File: src/rtl/seq_adder_n.sv
// rtl/seq_adder_n.sv - digit-serial adder/subtractor, DIGIT bits per clock
// Operands shift right one digit per RUN cycle; the result shifts in from the top.
module seq_adder_n #(
    parameter int WIDTH = 8,
    parameter int DIGIT = 4
) (
    input  logic             clk,
    input  logic             rst,
    input  logic             start,
    input  logic             sub,
    input  logic [WIDTH-1:0] a,
    input  logic [WIDTH-1:0] b,
    output logic [WIDTH-1:0] s,
    output logic             c,
    output logic             ovf,
    output logic             busy,
    output logic             done
);
    localparam int NDIG = WIDTH / DIGIT;
    localparam int KW   = (NDIG > 1) ? $clog2(NDIG) : 1;

    typedef enum logic [1:0] {IDLE, RUN, DONE} state_t;

    state_t           state_q, state_d;
    logic [WIDTH-1:0] a_q, a_d, b_q, b_d;
    logic [WIDTH-1:0] res_q, res_d, res_next;
    logic [WIDTH-1:0] s_q, s_d;
    logic             carry_q, carry_d;
    logic             c_q, c_d, ovf_q, ovf_d;
    logic [KW-1:0]    k_q, k_d;
    logic [DIGIT:0]   dsum;
    logic             last;

    assign dsum = {1'b0, a_q[DIGIT-1:0]} + {1'b0, b_q[DIGIT-1:0]} + {{DIGIT{1'b0}}, carry_q};
    assign last = (k_q == KW'(NDIG - 1));

    generate
        if (DIGIT == WIDTH) begin : g_single
            assign res_next = dsum[DIGIT-1:0];
        end else begin : g_multi
            assign res_next = {dsum[DIGIT-1:0], res_q[WIDTH-1:DIGIT]};
        end
    endgenerate

    always_ff @(posedge clk or posedge rst) begin
        if (rst) begin
            state_q <= IDLE;
            a_q     <= '0;
            b_q     <= '0;
            res_q   <= '0;
            s_q     <= '0;
            carry_q <= 1'b0;
            c_q     <= 1'b0;
            ovf_q   <= 1'b0;
            k_q     <= '0;
        end else begin
            state_q <= state_d;
            a_q     <= a_d;
            b_q     <= b_d;
            res_q   <= res_d;
            s_q     <= s_d;
            carry_q <= carry_d;
            c_q     <= c_d;
            ovf_q   <= ovf_d;
            k_q     <= k_d;
        end
    end

    always_comb begin
        state_d = state_q;
        a_d     = a_q;
        b_d     = b_q;
        res_d   = res_q;
        s_d     = s_q;
        carry_d = carry_q;
        c_d     = c_q;
        ovf_d   = ovf_q;
        k_d     = k_q;
        case (state_q)
            IDLE, DONE: begin
                if (start) begin
                    a_d     = a;
                    b_d     = b ^ {WIDTH{sub}};
                    carry_d = sub;
                    k_d     = '0;
                    state_d = RUN;
                end else begin
                    state_d = IDLE;
                end
            end
            RUN: begin
                a_d     = a_q >> DIGIT;
                b_d     = b_q >> DIGIT;
                carry_d = dsum[DIGIT];
                res_d   = res_next;
                k_d     = k_q + 1'b1;
                if (last) begin
                    // Carry into the MSB is recovered from the MSB's sum bit.
                    state_d = DONE;
                    s_d     = res_next;
                    c_d     = dsum[DIGIT];
                    ovf_d   = a_q[DIGIT-1] ^ b_q[DIGIT-1] ^ dsum[DIGIT-1] ^ dsum[DIGIT];
                end
            end
            default: state_d = IDLE;
        endcase
    end

    assign s    = s_q;
    assign c    = c_q;
    assign ovf  = ovf_q;
    assign busy = (state_q == RUN);
    assign done = (state_q == DONE);
endmodule

File: config.mk
export PLATFORM = sky130hd
export DESIGN_NAME = seq_adder_n
export DESIGN_NICKNAME = d
export VERILOG_FILES = /design/src/rtl/seq_adder_n.sv
export SDC_FILE = /design/constraint.sdc
export NUM_CORES = 1
export LEC_CHECK = 0
export CAP_MARGIN = 15
export CORE_MARGIN = 2
export CORE_UTILIZATION = 46
export CTS_CLUSTER_DIAMETER = 200
export DETAILED_ROUTE_END_ITERATION = 8
export DONT_BUFFER_PORTS = 1
export HOLD_SLACK_MARGIN = 0.03
export PLACE_DENSITY = 0.64
export SLEW_MARGIN = 30
export SYNTH_ARGS = -nofsm -noshare
export SYNTH_HDL_FRONTEND = slang
export SYNTH_SLANG_ARGS = --single-unit
export TNS_END_PERCENT = 100
File: constraint.sdc
create_clock -name clk -period 2.3 [get_ports clk]
set_input_delay 0.345 -clock clk [delete_from_list [all_inputs] [get_ports clk]]
set_output_delay 0.345 -clock clk [all_outputs]
set_load 0.02 [all_outputs]
---- After elaboration in Yosys (flattened, before gate mapping) ----
Index checks and enable logic that the tools add are counted.
word-level totals
  logic and storage cells ................. 36
  bits in registers ....................... 38
  output and inout port bits .............. 12
  bits of input ports ..................... 20
cells by class
  equal/unequal tests ..................... 4
  $add $sub $neg .......................... 3
  reductions and logical operators ........ 5
  bitwise logic cells ..................... 4
  muxes and demuxes ....................... 11
operators by type and width
  cell                                                                    number
  8-bit case mux with 2 select lines                                      2
  8-bit 2-to-1 mux                                                        2
  8-bit bitwise XOR                                                       1
  4-bit by 4-bit adder with 5-bit output                                  1
  5-bit by 1-bit adder with 5-bit output                                  1
  1-bit case mux with 2 select lines                                      2
  2-bit case mux with 2 select lines                                      1
  2-bit AND reduction                                                     2
  1-bit 2-to-1 mux                                                        3
  1-bit bitwise XOR                                                       3
  2-bit by 1-bit equality test with 1-bit output (second input constant)  1
  2-bit equality test (second input constant)                             1
  2-bit logical NOT                                                       1
  2-bit 2-to-1 mux                                                        1
  2-bit by 1-bit != test with 1-bit output (second input constant)        1
  2-bit != test (second input constant)                                   1
  2-bit nonzero test                                                      1
  2-bit OR reduction                                                      1
  1-bit adder (second input constant)                                     1

---- Longest topological paths before layout ----
  depth after elaboration ................. 4
  depth in mapped cells ................... 7
  depth with buffers taken out ............ 7

---- Least setup slack after synthesis ----
Ideal clock, no wire load.
  path kind ............................... register to register
  start point ............................. register a_q[0]
  end point ............................... register ovf_q, in the netlist ovf
  period minus slack after synthesis ...... 1838 ps
  data required time ...................... 2224 ps
  path buffers ............................ 0
  path slack .............................. 462 ps
  data arrival time ....................... 1761 ps
  library setup time ...................... 76 ps
  cell stages (with the launch flop) ...... 8
  cells stage by stage .................... dfrtp_1 -> inv_1 -> fa_1 -> fa_1 -> nand2b_1 -> o2bb2ai_1 -> xor2_1 -> o21ai_1
between the ends
  word-level cells in the longest chain between the ends .. 4
ends and longest elaborated chain
  what                                        line  text
  start, declared                             25    logic [WIDTH-1:0] a_q, a_d, b_q, b_d;
  start signal, assigned                      48    a_q <= '0;
  start signal, assigned                      58    a_q <= a_d;
  4-bit by 4-bit adder with 5-bit output (*)  34    assign dsum = {1'b0, a_q[DIGIT-1:0]} + {1'b0, b_q[DIGIT-1:0]} + {{DIGIT{1'b0}}, carry_q};
  5-bit by 1-bit adder with 5-bit output (*)  34
  1-bit bitwise XOR                           102   ovf_d = a_q[DIGIT-1] ^ b_q[DIGIT-1] ^ dsum[DIGIT-1] ^ dsum[DIGIT];
  1-bit bitwise XOR (*)                       102
  end signal, assigned                        64    ovf_q <= ovf_d;
  end, declared                               29    logic c_q, c_d, ovf_q, ovf_d;
Every way passes the cells marked *; elsewhere a longest branch is shown, timed or not.
A chain may end at the register's enable or synchronous reset.

---- Worst setup path in the final report ----
  start point ............................. register b_q[0]
  end point ............................... register ovf_q, in the netlist ovf
between the ends
  word-level cells in the longest chain between the ends .. 4
ends and longest elaborated chain
  what                                        line  text
  start, declared                             25
  start signal, assigned                      49    b_q <= '0;
  start signal, assigned                      59    b_q <= b_d;
  4-bit by 4-bit adder with 5-bit output (*)  34
  5-bit by 1-bit adder with 5-bit output (*)  34
  1-bit bitwise XOR                           102
  1-bit bitwise XOR (*)                       102
Marked as above.

==> flow_metrics.env <==
export IMPL_synth_top_area_share_pct=54.2
export IMPL_pin_count=32
export IMPL_coreArea_um2=3310
export IMPL_grt_overflow_total=0
export IMPL_drive_above_1_share_pct=15.3
export IMPL_regToRegSetupSlack_ns=0.34
export IMPL_leakagePower_nw=0.759
export IMPL_syn_instance_count=136
export IMPL_dp_hpwl_um=1920
export IMPL_grt_setup_unrepaired="false"
export IMPL_cts_htree_levels=2
export IMPL_worst_ep_arrival_time_ns=2.23
export IMPL_vias=967
export IMPL_cp_num_buf_inv=1
export IMPL_synth_cell_types=31
export IMPL_clkSinkCount=34
export IMPL_drc=0
export IMPL_synthFlopType="dfrtp_1"
export IMPL_post_dp_cell_area_um2=1580
export IMPL_grt_pass1_wl_um=4350
export IMPL_cp_top_family="adder cells"
export IMPL_syn_nets=161
export IMPL_ys_warn_count=0
export IMPL_syn_avg_cell_area_um2=11.5
export IMPL_cts_tree="built"
export IMPL_diodes=0
export IMPL_fin_crit_sh_pct=85.2
export IMPL_yosysTopAreaCell="dfrtp_1"
export IMPL_critPathMaxStageDelay_ns=0.44
export IMPL_die_area_um2=3900
export IMPL_fp_row_count=21
export IMPL_maxCapViolations=0
export IMPL_wl_um=2700
export IMPL_cpMaxStageDelayCell="fa_1"
export IMPL_outcome="finished, final reports clean"
export IMPL_antenna_found_initial=0
export IMPL_tns_ns=0
export IMPL_fmaxAchievable_ghz=0.510
export IMPL_wire_per_inst_um=14.8
export IMPL_numCtsBuffers=5
export IMPL_cp_start_kind="flip-flop"
export IMPL_netlist_top_cells_count="34 x dfrtp_1, 20 x nand2_1, 12 x o21ai_0"
export IMPL_period_minus_slack_ns=1.96
export IMPL_finalHoldViolCount=0
export IMPL_path_class="reg -> reg"
export IMPL_crit_top_cell="fa_1"
export IMPL_finalClockSkew_ns=0.00580
export IMPL_port_buffers=0
export IMPL_track_usage_pct=14.5
export IMPL_synth_seq_cells=34
export IMPL_start_util_pct=47.4
export IMPL_nNetsFinal=163
export IMPL_end_kind="flip-flop"
export IMPL_yosysMostFrequentCell="dfrtp_1"
export IMPL_clk_pin_slew_worst_paths_ns=0.10
export IMPL_cp_cell_sequence="inv_1 -> fa_1 -> fa_1 -> nand2b_1 -> o2bb2ai_1 -> xor2_1 -> o21ai_1"
export IMPL_cp_required_ns=2.57
export IMPL_final_cell_area_um2=1640
export IMPL_slew_violations=0
export IMPL_area_delta_synth_final_pct=4.54
export IMPL_layout_cells_non_filler=183
export IMPL_max_slew_margin_pct=60.9
export IMPL_dp_cells=176
export IMPL_setup_viol=0
export IMPL_vdd_drop_max_mv=0.504
export IMPL_synth_enable_flop_cells=0
export IMPL_synth_seq_area_share_pct=54.2
export IMPL_ctsResizeCount=0
export IMPL_power_total_w=0.00249
export IMPL_drt_pass1_iterations=4
export IMPL_synthTopCellsByArea="dfrtp_1 54%, xnor2_1 5.0%, nand2_1 4.8%"
export IMPL_drt_iter0_drc=48
export IMPL_gp_congestion=0.830
export IMPL_grt_max_degree=35
export IMPL_clock_latency_ns=0.33
export IMPL_cts_root_buf="clkbuf_4"
export IMPL_clockBufferDepth=2
export IMPL_async_flop_share_pct=100
export IMPL_die_w_um=62.4
export IMPL_antenna_left=0
export IMPL_powerDensity_nw_per_um2=1520
export IMPL_tightest_slew_ns=0.584
export IMPL_grt_pass1_vias=955
export IMPL_synthesis_area_um2=1570
export IMPL_min_path_type="in -> reg"
export IMPL_critPathMaxFanout=3
export IMPL_avgViaCountPerCell=5.28
export IMPL_die_h_um=62.4
[where the power goes]
group,switching (W),leakage (nW),internal (W)
clock,0.000187,0.0302,0.000138
combinational,0.000576,0.298,0.000428
sequential,0.000280,0.430,0.000879
[layer usage]
metal	track usage (%)	vias to the layer above	wire, um
li1	-	464	-
met1	17.0	467	1190
met2	23.1	30	1300
met3	7.03	6	169
met4	5.56	0	47
met5	0	-	0
[path summary, 6_finish.rpt]
path / endpoint / depth (start not counted) / from
setup / recovery: ovf$_DFFE_PP0P_ / 7 / b_q[0]$_DFFE_PP0P_
hold / removal: a_q[4]$_DFFE_PP0P_ / 1 / a[4]
setup reg to reg: ovf$_DFFE_PP0P_ / 7 / b_q[0]$_DFFE_PP0P_
hold reg to reg: b_q[5]$_DFFE_PP0P_ / 2 / b_q[5]$_DFFE_PP0P_
max in group asynchronous: a_q[3]$_DFFE_PP0P_ / 3 / rst
min in group asynchronous: s[0]$_DFFE_PP0P_ / 3 / rst
[cell families after synthesis]
family,count (synthesis),synth area share (%)
buffers and inverters,15,5.58
muxes,4,3.82
AOI/OAI and AO/OA,33,14.5
DFF,34,54.2
and+or+nand+nor,34,10.8
adders and majority gates,5,4.94
xor gates and xnor gates,11,6.14
[layout by cell type, fill, tap and decap left out, drive strengths merged, types with 3 or more instances in the layout]
| cell type | count |
|---|---|
| nand2 | 21 |
| a22oi | 3 |
| dfrtp | 34 |
| o21ai | 18 |
| nor2 | 6 |
| clkbuf | 6 |
| mux2 | 4 |
| ha | 3 |
| a221o | 6 |
| a22o | 4 |
| inv | 8 |
| nand2b | 3 |
| xnor2 | 9 |
[flip-flops by register name, summed over array words and instances (netlist names)]
| name | cells |
|---|---|
| s | 8 |
| ovf | 1 |
| c | 1 |
| carry_q | 1 |
| k_q | 1 |
| res_q | 4 |
| a_q | 8 |
| b_q | 8 |
| state_q | 2 |
[area by class of cell]
type,count,area (um^2)
inverter,8,32.5
clock buffer,6,51.3
tap,46,57.6
fill,309,1670
multi-input combinational,87,632
timing repair buffer,2,17.5
sequential,34,851
[stage by stage]
step,util (%),worst slack [ns],hold WS (ns)
finish,49.6,0.339,0.142
floorplan,-,0.462,0.449
CTS,49.6,0.333,0.133
global placement,47.7,0.415,0.355
detailed placement,47.7,0.352,0.361
global route,49.6,0.237,0.129
[what timing repair did]
| action | CTS | global route |
|---|---|---|
| setup buffers | 0 | 0 |
| setup endpoints to repair | 0 | 0 |
| hold buffers | 1 | 0 |
| hold endpoints to repair | 34 | 0 |
No activity file was read; power rests on OpenSTA's default activity.
